--- src/rtl/inst_queue_if.sv ---
// Fetch/decode side bus of the instruction queue.
//
// Handshake: fetch offers an instruction by raising fetch_valid; it is taken
// on a rising edge only when fetch_stall is low in that cycle (otherwise fetch
// must re-present it). Decode sees the head entry while dec_valid is high and
// consumes it on a rising edge where dec_valid && dec_ready. flush is a
// one-cycle command that empties the queue on the edge it is sampled.
interface inst_queue_if #(
    parameter int PC_W   = 16,
    parameter int ADDR_W = 2
);
    logic              fetch_valid;
    logic [7:0]        inst_code_high;
    logic [7:0]        inst_code_low;
    logic [PC_W-1:0]   fetch_pc;
    logic              fetch_stall;
    logic              flush;
    logic              dec_valid;
    logic              dec_ready;
    logic [15:0]       dec_inst;
    logic [PC_W-1:0]   dec_pc;
    logic [ADDR_W:0]   count;

    // Environment side: fetch, decode and the redirect source.
    modport master (
        output fetch_valid, inst_code_high, inst_code_low, fetch_pc, flush, dec_ready,
        input  fetch_stall, dec_valid, dec_inst, dec_pc, count
    );

    // Queue side.
    modport slave (
        input  fetch_valid, inst_code_high, inst_code_low, fetch_pc, flush, dec_ready,
        output fetch_stall, dec_valid, dec_inst, dec_pc, count
    );
endinterface

--- src/rtl/inst_queue.sv ---
// Instruction queue between fetch and decode: a DEPTH-entry FIFO of
// {instruction, pc}. All outputs decode from registers, so no input reaches
// an output combinationally; a full queue refuses a push even if decode pops
// in the same cycle.
module inst_queue #(
    parameter int DEPTH  = 4,
    parameter int ADDR_W = 2,
    parameter int PC_W   = 16
) (
    input  logic         clk,
    input  logic         reset,
    inst_queue_if.slave  q_if
);
    localparam int              ENTRY_W = 16 + PC_W;
    localparam logic [ADDR_W:0] DEPTH_C = (ADDR_W+1)'(DEPTH);

    logic [ENTRY_W-1:0] mem_q [DEPTH];
    logic [ADDR_W-1:0]  wr_ptr_q, wr_ptr_d;
    logic [ADDR_W-1:0]  rd_ptr_q, rd_ptr_d;
    logic [ADDR_W:0]    count_q, count_d;

    logic               full;
    logic               empty;
    logic               push;
    logic               pop;
    logic [ENTRY_W-1:0] head;

    assign full  = (count_q == DEPTH_C);
    assign empty = (count_q == '0);
    assign push  = q_if.fetch_valid && !full;
    assign pop   = !empty && q_if.dec_ready;
    assign head  = mem_q[rd_ptr_q];

    assign q_if.fetch_stall = full;
    assign q_if.dec_valid   = !empty;
    assign q_if.count       = count_q;
    assign q_if.dec_inst    = empty ? 16'h0000 : head[ENTRY_W-1:PC_W];
    assign q_if.dec_pc      = empty ? '0 : head[PC_W-1:0];

    // Next pointers and occupancy; flush overrides any same-cycle push/pop.
    always_comb begin
        wr_ptr_d = wr_ptr_q;
        rd_ptr_d = rd_ptr_q;
        count_d  = count_q;
        if (q_if.flush) begin
            wr_ptr_d = '0;
            rd_ptr_d = '0;
            count_d  = '0;
        end else begin
            if (push) wr_ptr_d = wr_ptr_q + 1'b1;
            if (pop)  rd_ptr_d = rd_ptr_q + 1'b1;
            case ({push, pop})
                2'b10:   count_d = count_q + 1'b1;
                2'b01:   count_d = count_q - 1'b1;
                default: count_d = count_q;
            endcase
        end
    end

    // Pointer and occupancy registers.
    always_ff @(posedge clk or negedge reset) begin
        if (!reset) begin
            wr_ptr_q <= '0;
            rd_ptr_q <= '0;
            count_q  <= '0;
        end else begin
            wr_ptr_q <= wr_ptr_d;
            rd_ptr_q <= rd_ptr_d;
            count_q  <= count_d;
        end
    end

    // Entry storage; a flushed push is simply not written.
    always_ff @(posedge clk or negedge reset) begin
        if (!reset) begin
            for (int i = 0; i < DEPTH; i++) mem_q[i] <= '0;
        end else if (push && !q_if.flush) begin
            mem_q[wr_ptr_q] <= {q_if.inst_code_high, q_if.inst_code_low, q_if.fetch_pc};
        end
    end
endmodule

--- src/flat_wrapper.sv ---
// flat-port wrapper written by rule: the top's interface ports become plain ports
module inst_queue_flat 
#(
    parameter int DEPTH  = 4,
    parameter int ADDR_W = 2,
    parameter int PC_W   = 16
)
  (clk, reset, q_if_fetch_valid, q_if_inst_code_high, q_if_inst_code_low, q_if_fetch_pc, q_if_flush, q_if_dec_ready, q_if_fetch_stall, q_if_dec_valid, q_if_dec_inst, q_if_dec_pc, q_if_count);
  inst_queue_if #(.PC_W(PC_W), .ADDR_W(ADDR_W)) q_if_i ();
  input  logic clk;
  input  logic reset;
  input wire logic [$bits(q_if_i.fetch_valid)-1:0] q_if_fetch_valid;
  input wire logic [$bits(q_if_i.inst_code_high)-1:0] q_if_inst_code_high;
  input wire logic [$bits(q_if_i.inst_code_low)-1:0] q_if_inst_code_low;
  input wire logic [$bits(q_if_i.fetch_pc)-1:0] q_if_fetch_pc;
  input wire logic [$bits(q_if_i.flush)-1:0] q_if_flush;
  input wire logic [$bits(q_if_i.dec_ready)-1:0] q_if_dec_ready;
  output wire logic [$bits(q_if_i.fetch_stall)-1:0] q_if_fetch_stall;
  output wire logic [$bits(q_if_i.dec_valid)-1:0] q_if_dec_valid;
  output wire logic [$bits(q_if_i.dec_inst)-1:0] q_if_dec_inst;
  output wire logic [$bits(q_if_i.dec_pc)-1:0] q_if_dec_pc;
  output wire logic [$bits(q_if_i.count)-1:0] q_if_count;
  assign q_if_i.fetch_valid = q_if_fetch_valid;
  assign q_if_i.inst_code_high = q_if_inst_code_high;
  assign q_if_i.inst_code_low = q_if_inst_code_low;
  assign q_if_i.fetch_pc = q_if_fetch_pc;
  assign q_if_i.flush = q_if_flush;
  assign q_if_i.dec_ready = q_if_dec_ready;
  assign q_if_fetch_stall = q_if_i.fetch_stall;
  assign q_if_dec_valid = q_if_i.dec_valid;
  assign q_if_dec_inst = q_if_i.dec_inst;
  assign q_if_dec_pc = q_if_i.dec_pc;
  assign q_if_count = q_if_i.count;
  inst_queue #(.DEPTH(DEPTH), .ADDR_W(ADDR_W), .PC_W(PC_W)) u_core (.clk(clk), .reset(reset), .q_if(q_if_i));
endmodule
--- config.mk ---
export PLATFORM = sky130hd
export DESIGN_NAME = inst_queue_flat
export DESIGN_NICKNAME = d
export VERILOG_FILES = /design/src/rtl/inst_queue_if.sv /design/src/rtl/inst_queue.sv /design/src/flat_wrapper.sv
export SDC_FILE = /design/constraint.sdc
export NUM_CORES = 1
export LEC_CHECK = 0
export CAP_MARGIN = 20
export CORE_AREA = 2 2 116 118
export CTS_CLUSTER_DIAMETER = 150
export DETAILED_ROUTE_END_ITERATION = 10
export DIE_AREA = 0 0 118 120
export MAX_ROUTING_LAYER = met4
export PLACE_DENSITY_LB_ADDON = 0.3
export SLEW_MARGIN = 40
export SYNTH_ARGS = -nofsm -noshare
export SYNTH_HDL_FRONTEND = slang
export SYNTH_SLANG_ARGS = --single-unit
--- constraint.sdc ---
create_clock -name clk -period 2.4 [get_ports clk]
set_input_delay 0.48 -clock clk [delete_from_list [all_inputs] [get_ports clk]]
set_output_delay 0.48 -clock clk [all_outputs]
set_load 0.1 [all_outputs]
==> results of run 1 <==
[flip-flops by register name, summed over array words and instances, names as in the netlist]
| signal | flops |
|---|---|
| u_core.rd_ptr_q | 2 |
| u_core.q_if.count | 3 |
| u_core.mem_q | 128 |
| u_core.wr_ptr_q | 2 |
[power groups by stage]
stage	registers, W	clock network [W]	logic (W)
final	0.00332	0.00261	0.00433
after global routing	0.00340	0.00278	0.00450
after CTS	0.00331	0.00267	0.00430
after detailed placement	0.00335	0	0.00415
after global placement	0.00329	0	0.00407
after floorplan	0.00325	0	0.00296
[routing by layer]
metal / vias up / share of wire
met5: - / 0
met4: 0 / 0.012
met3: 16 / 0.035
met2: 82 / 0.51
met1: 2055 / 0.44
li1: 1715 / -
[final cells by class]
cell class / instances / share of cell area
clock buffers: 22 / 0.0542
clock inverters: 10 / 0.0133
inverters: 7 / 0.00392
multi-input cells: 240 / 0.347
flip-flops and latches: 135 / 0.379
well taps: 176 / 0.0247
repair buffers: 111 / 0.177
[cell usage after synthesis, types with 5 or more instances]
master | count | share of area
buf_4 | 10 | 0.012
clkbuf_1 | 11 | 0.0064
dfrtp_1 | 135 | 0.52
inv_1 | 7 | 0.0041
mux2_2 | 98 | 0.17
mux2_4 | 30 | 0.070
mux4_2 | 32 | 0.11
nand3_1 | 5 | 0.0039
nor2b_1 | 33 | 0.032
[metrics by stage]
stage / instance area (µm²) / utilization / worst slack (ns) / TNS [ns]
floorplan: 6730 / - / -0.207 / -0.404
global placement: 8130 / 0.626 / 0.0627 / 0
detailed placement: 8130 / 0.626 / 0.00813 / 0
CTS: 8850 / 0.682 / -0.0716 / -1.15
global route: 8930 / 0.688 / -0.0859 / -1.83
finish: 8930 / 0.688 / -0.0436 / -0.490
[path summary, 6_finish.rpt]
kind | end | from | slack [ns]
worst min-delay path | u_core.mem_q[103] | reset | 0.04
worst max register to register | u_core.q_if.count[2] | u_core.q_if.count[2] | 0.15
min in group clk | u_core.mem_q[48] | u_core.mem_q[48] | 0.50
worst max-delay path | q_if_dec_inst[15] | u_core.rd_ptr_q[0] | -0.04
worst min register to register | u_core.mem_q[48] | u_core.mem_q[48] | 0.50
max in group asynchronous | u_core.q_if.count[2] | reset | 1.63
[what timing repair did]
item	4_1_cts	5_1_grt
resized for setup	0	5
pin swaps	1	3
buffers inserted	7	5
endpoints found under the setup margin	32	35
cloned	2	1
[kinds of logic (layout without fill, tap and decap cells)]
kind of cell,after synthesis,in the layout,synth area share
and+or+nand+nor,55,55,0.0526
AOI/OAI and AO/OA,17,17,0.0180
DFF,135,135,0.524
muxes,160,160,0.353
buffers and inverters,37,150,0.0380
adders and majority gates,5,5,0.0109
xor gates and xnor gates,3,3,0.00407
[critical path: cells and delay by family (launching register included)]
family,cells,cell delay (ns)
buffers and inverters,3,0.44
flip-flops,1,0.41
multiplexers,1,0.50
AND/OR/NAND/NOR,1,0.18
==> impl_metrics.yaml, run 1 <==
logic_synthesis:
  synth.distinct_cells: 37
  synth_edf_count: 0
  syn_area_um2: 6450
  async_flop_share: 1.00
  ys_warn_count: 0
  yosys_register_bits: 135
  syn_nets: 454
  netlist_instances: 412
  synth.avg_cell_area_um2: 15.7
  synth-main-ff-cell: "dfrtp_1"
  ys_seq_area_frac: 0.524
sta:
  drv_slew: 0
  tightest_slew_ns: 0.605
  skew_ns: 0.00808
  setup_viol: 24
  fmax_mhz: 409
  hold_ws_ns: 0.0387
  min_period_ns: 2.44
  layout_setup_ws_ns: -0.0436
  rsz0062_at_grt: "yes"
  fin_crit_sh: 1.02
  hold_viol_final: 0
  slew_headroom: 0.596
critical_path:
  start_kind: "register"
  required_ns: 1.92
  cpMaxStageDelayCell: "mux4_2"
  cpMostUsedCell: "buf_12"
  path_max_fanout: 6
  cp.arrival_ns: 1.96
  critPathCaptureType: "output pin"
  path_cells: "buf_6 -> buf_12 -> mux4_2 -> nor2b_2 -> buf_12"
  crit_type: "reg2out"
  max_stage_delay_ns: 0.50
  reg2reg_depth: 9
global_route:
  grt_overflow: 0
  grt_busiest_layer: "met2"
  grt_pass1_vias: 4252
  use_met2: 0.352
  grt_max_degree: 64
  grt_pass1_wl_um: 22700
  track_usage: 0.218
  use_met3: 0.0547
  antenna_found_initial: 0
  use_met1: 0.271
clocking:
  root_buffer: "clkbuf_16"
  cts_buffers: 17
  cts_sinks: 135
  cts_buffer_depth: 2
  htree_levels: 4
  holdBufCountCts: 0
  clk_pin_slew_ns: 0.05
  cts_tree: "done"
  clkLatencyLatePin_ns: 0.42
cells_and_area:
  seq_area_um2: 3390
  final_cells: 701
  drive_gt1_frac: 0.602
  num-fill-cells: 880
  multiInputGateArea_um2: 3100
  antenna_cells: 0
  final_common_cell: "dfrtp_1"
  areaGrowthSynthToFinish_pct: 38.4
  final_cell_mix: "130 x dfrtp_1, 98 x mux2_2, 46 x buf_12"
  fin_nets: 554
power_and_ir_drop:
  total_power_w: 0.0103
  p_int_w: 0.00675
  ir_drop_mv: 0.601
  power.density_nw_per_um2: 1150
  p_leak_nw: 3.94
  p_switching_w: 0.00351
  pwr-share-clk: 0.254
  combPwrFrac: 0.422
  seq_power_share: 0.324
  switching_share: 0.342
route:
  drt_iter0_drc: 227
  vias: 3868
  wl_per_cell_um: 20.0
  ant_nets: 0
  vias_per_cell: 5.52
  drc: 0
  wirelength_um: 14000
  drtPass1Iterations: 4
floorplan:
  num_rows: 42
  chipHeight_um: 120
  die_x_um: 118
  core-area_um2: 13000
  initial_utilization: 0.497
  die_area_um2: 14200
  io_pins: 74
placement:
  port_buffers: 73
  place_congestion: 0.749
  place_inst: 654
  hpwlAfterDp_um: 8640
job:
  maxCapViolCount: 0
hold_path:
  min_path_type: "in2async"
run_status:
  violations: "setup timing"
  status: "complete, but fails checks"
Note: power is estimated with default switching activity, not from simulation.
==> run 2: changes to the inputs <==
--- a/config.mk
+++ b/config.mk
@@ -6,10 +6,11 @@
 export NUM_CORES = 1
 export LEC_CHECK = 0
 export CAP_MARGIN = 20
-export CORE_AREA = 2 2 116 118
+export CORE_AREA = 4 4 115 117
 export CTS_CLUSTER_DIAMETER = 150
 export DETAILED_ROUTE_END_ITERATION = 10
-export DIE_AREA = 0 0 118 120
+export DIE_AREA = 0 0 119 121
+export DONT_BUFFER_PORTS = 1
 export MAX_ROUTING_LAYER = met4
 export PLACE_DENSITY_LB_ADDON = 0.3
 export SLEW_MARGIN = 40
==> run 2 against run 1 <==
  * Largest power group unchanged
  * Clock skew grew 0.0037 ns
  * First-iteration DRC count down 48%
  * Non-clock buffer count fell by 68
  * Critical path depth shrank 2
  * Combinational power shrank 12%
  * The run ends with hold timing, setup timing left
  * Critical endpoint is now q_if_dec_pc[0]
==> impl_metrics.yaml, run 2 (synthesis gave the netlist of run 1 again) <==
cells_and_area:
  final_cells: 629
  drive_gt1_frac: 0.619
  top_register: "u_core.mem_q"
  fin_nets: 486
  largest_reg_flops: 128
  final_common_cell: "dfrtp_1"
  antenna_cells: 0
  final_cell_mix: "130 x dfrtp_1, 98 x mux2_2, 32 x mux4_2, 32 x nor2b_4, 30 x mux2_4"
  areaGrowthSynthToFinish_pct: 25.0
global_route:
  grt_overflow: 0
  track_usage: 0.197
  grt_pass1_vias: 3980
  grt_pass1_wl_um: 21100
  antenna_found_initial: 0
  grt_max_degree: 136
sta:
  hold_ws_ns: -0.238
  skew_ns: 0.0118
  min_period_ns: 2.44
  setup_viol: 11
  fin_crit_sh: 1.02
  drv_slew: 0
  slew_headroom: 0.543
  hold_viol_final: 135
  tightest_slew_ns: 0.685
  fmax_mhz: 409
  layout_setup_ws_ns: -0.0445
  rsz0062_at_grt: "yes"
critical_path:
  start_kind: "register"
  reg2reg_from: "u_core.q_if.count[0]"
  cp.arrival_ns: 1.96
  crit_family: "simple AND/OR/NAND/NOR gates"
  crit_buf_inv: 1
  required_ns: 1.92
  r2r_end: "u_core.q_if.count[2]"
  path_depth: 3
  reg2reg_depth: 9
  cp-endpoint: "q_if_dec_pc[0]"
  path_max_fanout: 16
  reg2reg_slack_ns: 0.11
  crit_type: "reg2out"
  path_cells: "buf_16 -> mux4_2 -> nor2b_4"
  startpoint: "u_core.rd_ptr_q[0]"
  critPathCaptureType: "output pin"
  max_stage_delay_ns: 0.56
  cpMaxStageDelayCell: "nor2b_4"
power_and_ir_drop:
  p_leak_nw: 3.55
  ir_drop_mv: 0.671
  power.density_nw_per_um2: 1210
route:
  drt_iter0_drc: 119
  vias: 3575
  drtPass1Iterations: 4
  wl_per_cell_um: 20.3
  vias_per_cell: 5.68
  wirelength_um: 12800
  ant_nets: 0
  drc: 0
job:
  maxCapViolCount: 0
placement:
  place_inst: 592
  dp_worst_setup_slack_ns: 0.250
  hpwlAfterDp_um: 7650
  port_buffers: 0
  place_congestion: 0.781
floorplan:
  die_x_um: 119
  chipHeight_um: 121
  num_rows: 41
  io_pins: 74
  core-area_um2: 12400
  initial_utilization: 0.522
  die_area_um2: 14400
clocking:
  clkLatencyLatePin_ns: 0.42
  cts_tree: "done"
  cts_buffers: 17
  htree_levels: 4
  clk_pin_slew_ns: 0.06
  cts_sinks: 135
  cts_buffer_depth: 2
  root_buffer: "clkbuf_16"
run_status:
  violations: "hold timing, setup timing"
  status: "complete, but fails checks"
hold_path:
  min_path_type: "in2async"
[run 2: worst min-delay path by stage]
stage          startpoint                 to  depth (start not counted)  slack, ns
3_5_place_dp        reset  u_core.mem_q[103]                          0       0.19
5_1_grt             reset  u_core.mem_q[103]                          0      -0.27
6_report            reset    u_core.mem_q[1]                          0      -0.24
4_1_cts             reset   u_core.mem_q[86]                          0      -0.26
3_3_place_gp        reset  u_core.mem_q[103]                          0       0.19
2_1_floorplan       reset    u_core.mem_q[0]                          0       0.18
[run 2: repair_timing]
action                                 in CTS  in global routing
setup buffers                               3                  0
endpoints found under the hold margin     135                135
pin swaps                                   1                  1
setup endpoints to repair                  32                 33
cloned                                      2                  0
gates resized for setup                    46                  2
[run 2: per-layer routing]
layer / vias to the layer above / track usage / routed length [µm]
li1: 1580 / - / -
met4: 0 / 0.0673 / 195
met3: 14 / 0.0709 / 754
met2: 86 / 0.307 / 6400
met5: - / - / 0
met1: 1895 / 0.241 / 5440
[run 2: layout make-up]
class                           instances  area [µm²]
Fill cell                             874        4300
Sequential cell                       135        3390
Multi-Input combinational cell        240        3110
Timing Repair Buffer                   43         706
Clock buffer                           18         439
Tap cell                              172         215
Clock inverter                         14         171
Inverter                                7        35.0
[run 2: worst register-to-register path: cells and delay by family, from the launching register on]
family | cells | cell delay [ns]
simple gates | 3 | 0.55
compound gates | 2 | 0.45
fa+ha+maj | 1 | 0.40
flops | 1 | 0.50
buf+inv | 3 | 0.32
[run 2: where the power goes]
part           internal [W]  switching, W  total [W]  leakage (nW)
sequential          0.00296      0.000350    0.00331          1.69
clock               0.00167      0.000990    0.00266         0.293
combinational       0.00180       0.00200    0.00380          1.56
total               0.00642       0.00334    0.00976          3.55
[run 2: through the flow]
step	area [µm²]	setup TNS, ns	power (W)	util
2_1_floorplan	6730	-0.404	0.00621	-
3_3_place_gp	7170	0	0.00672	0.580
3_5_place_dp	7170	0	0.00682	0.580
4_1_cts	8050	-1.04	0.00984	0.651
5_1_grt	8060	-1.77	0.0102	0.652
6_report	8060	-0.191	0.00976	0.652
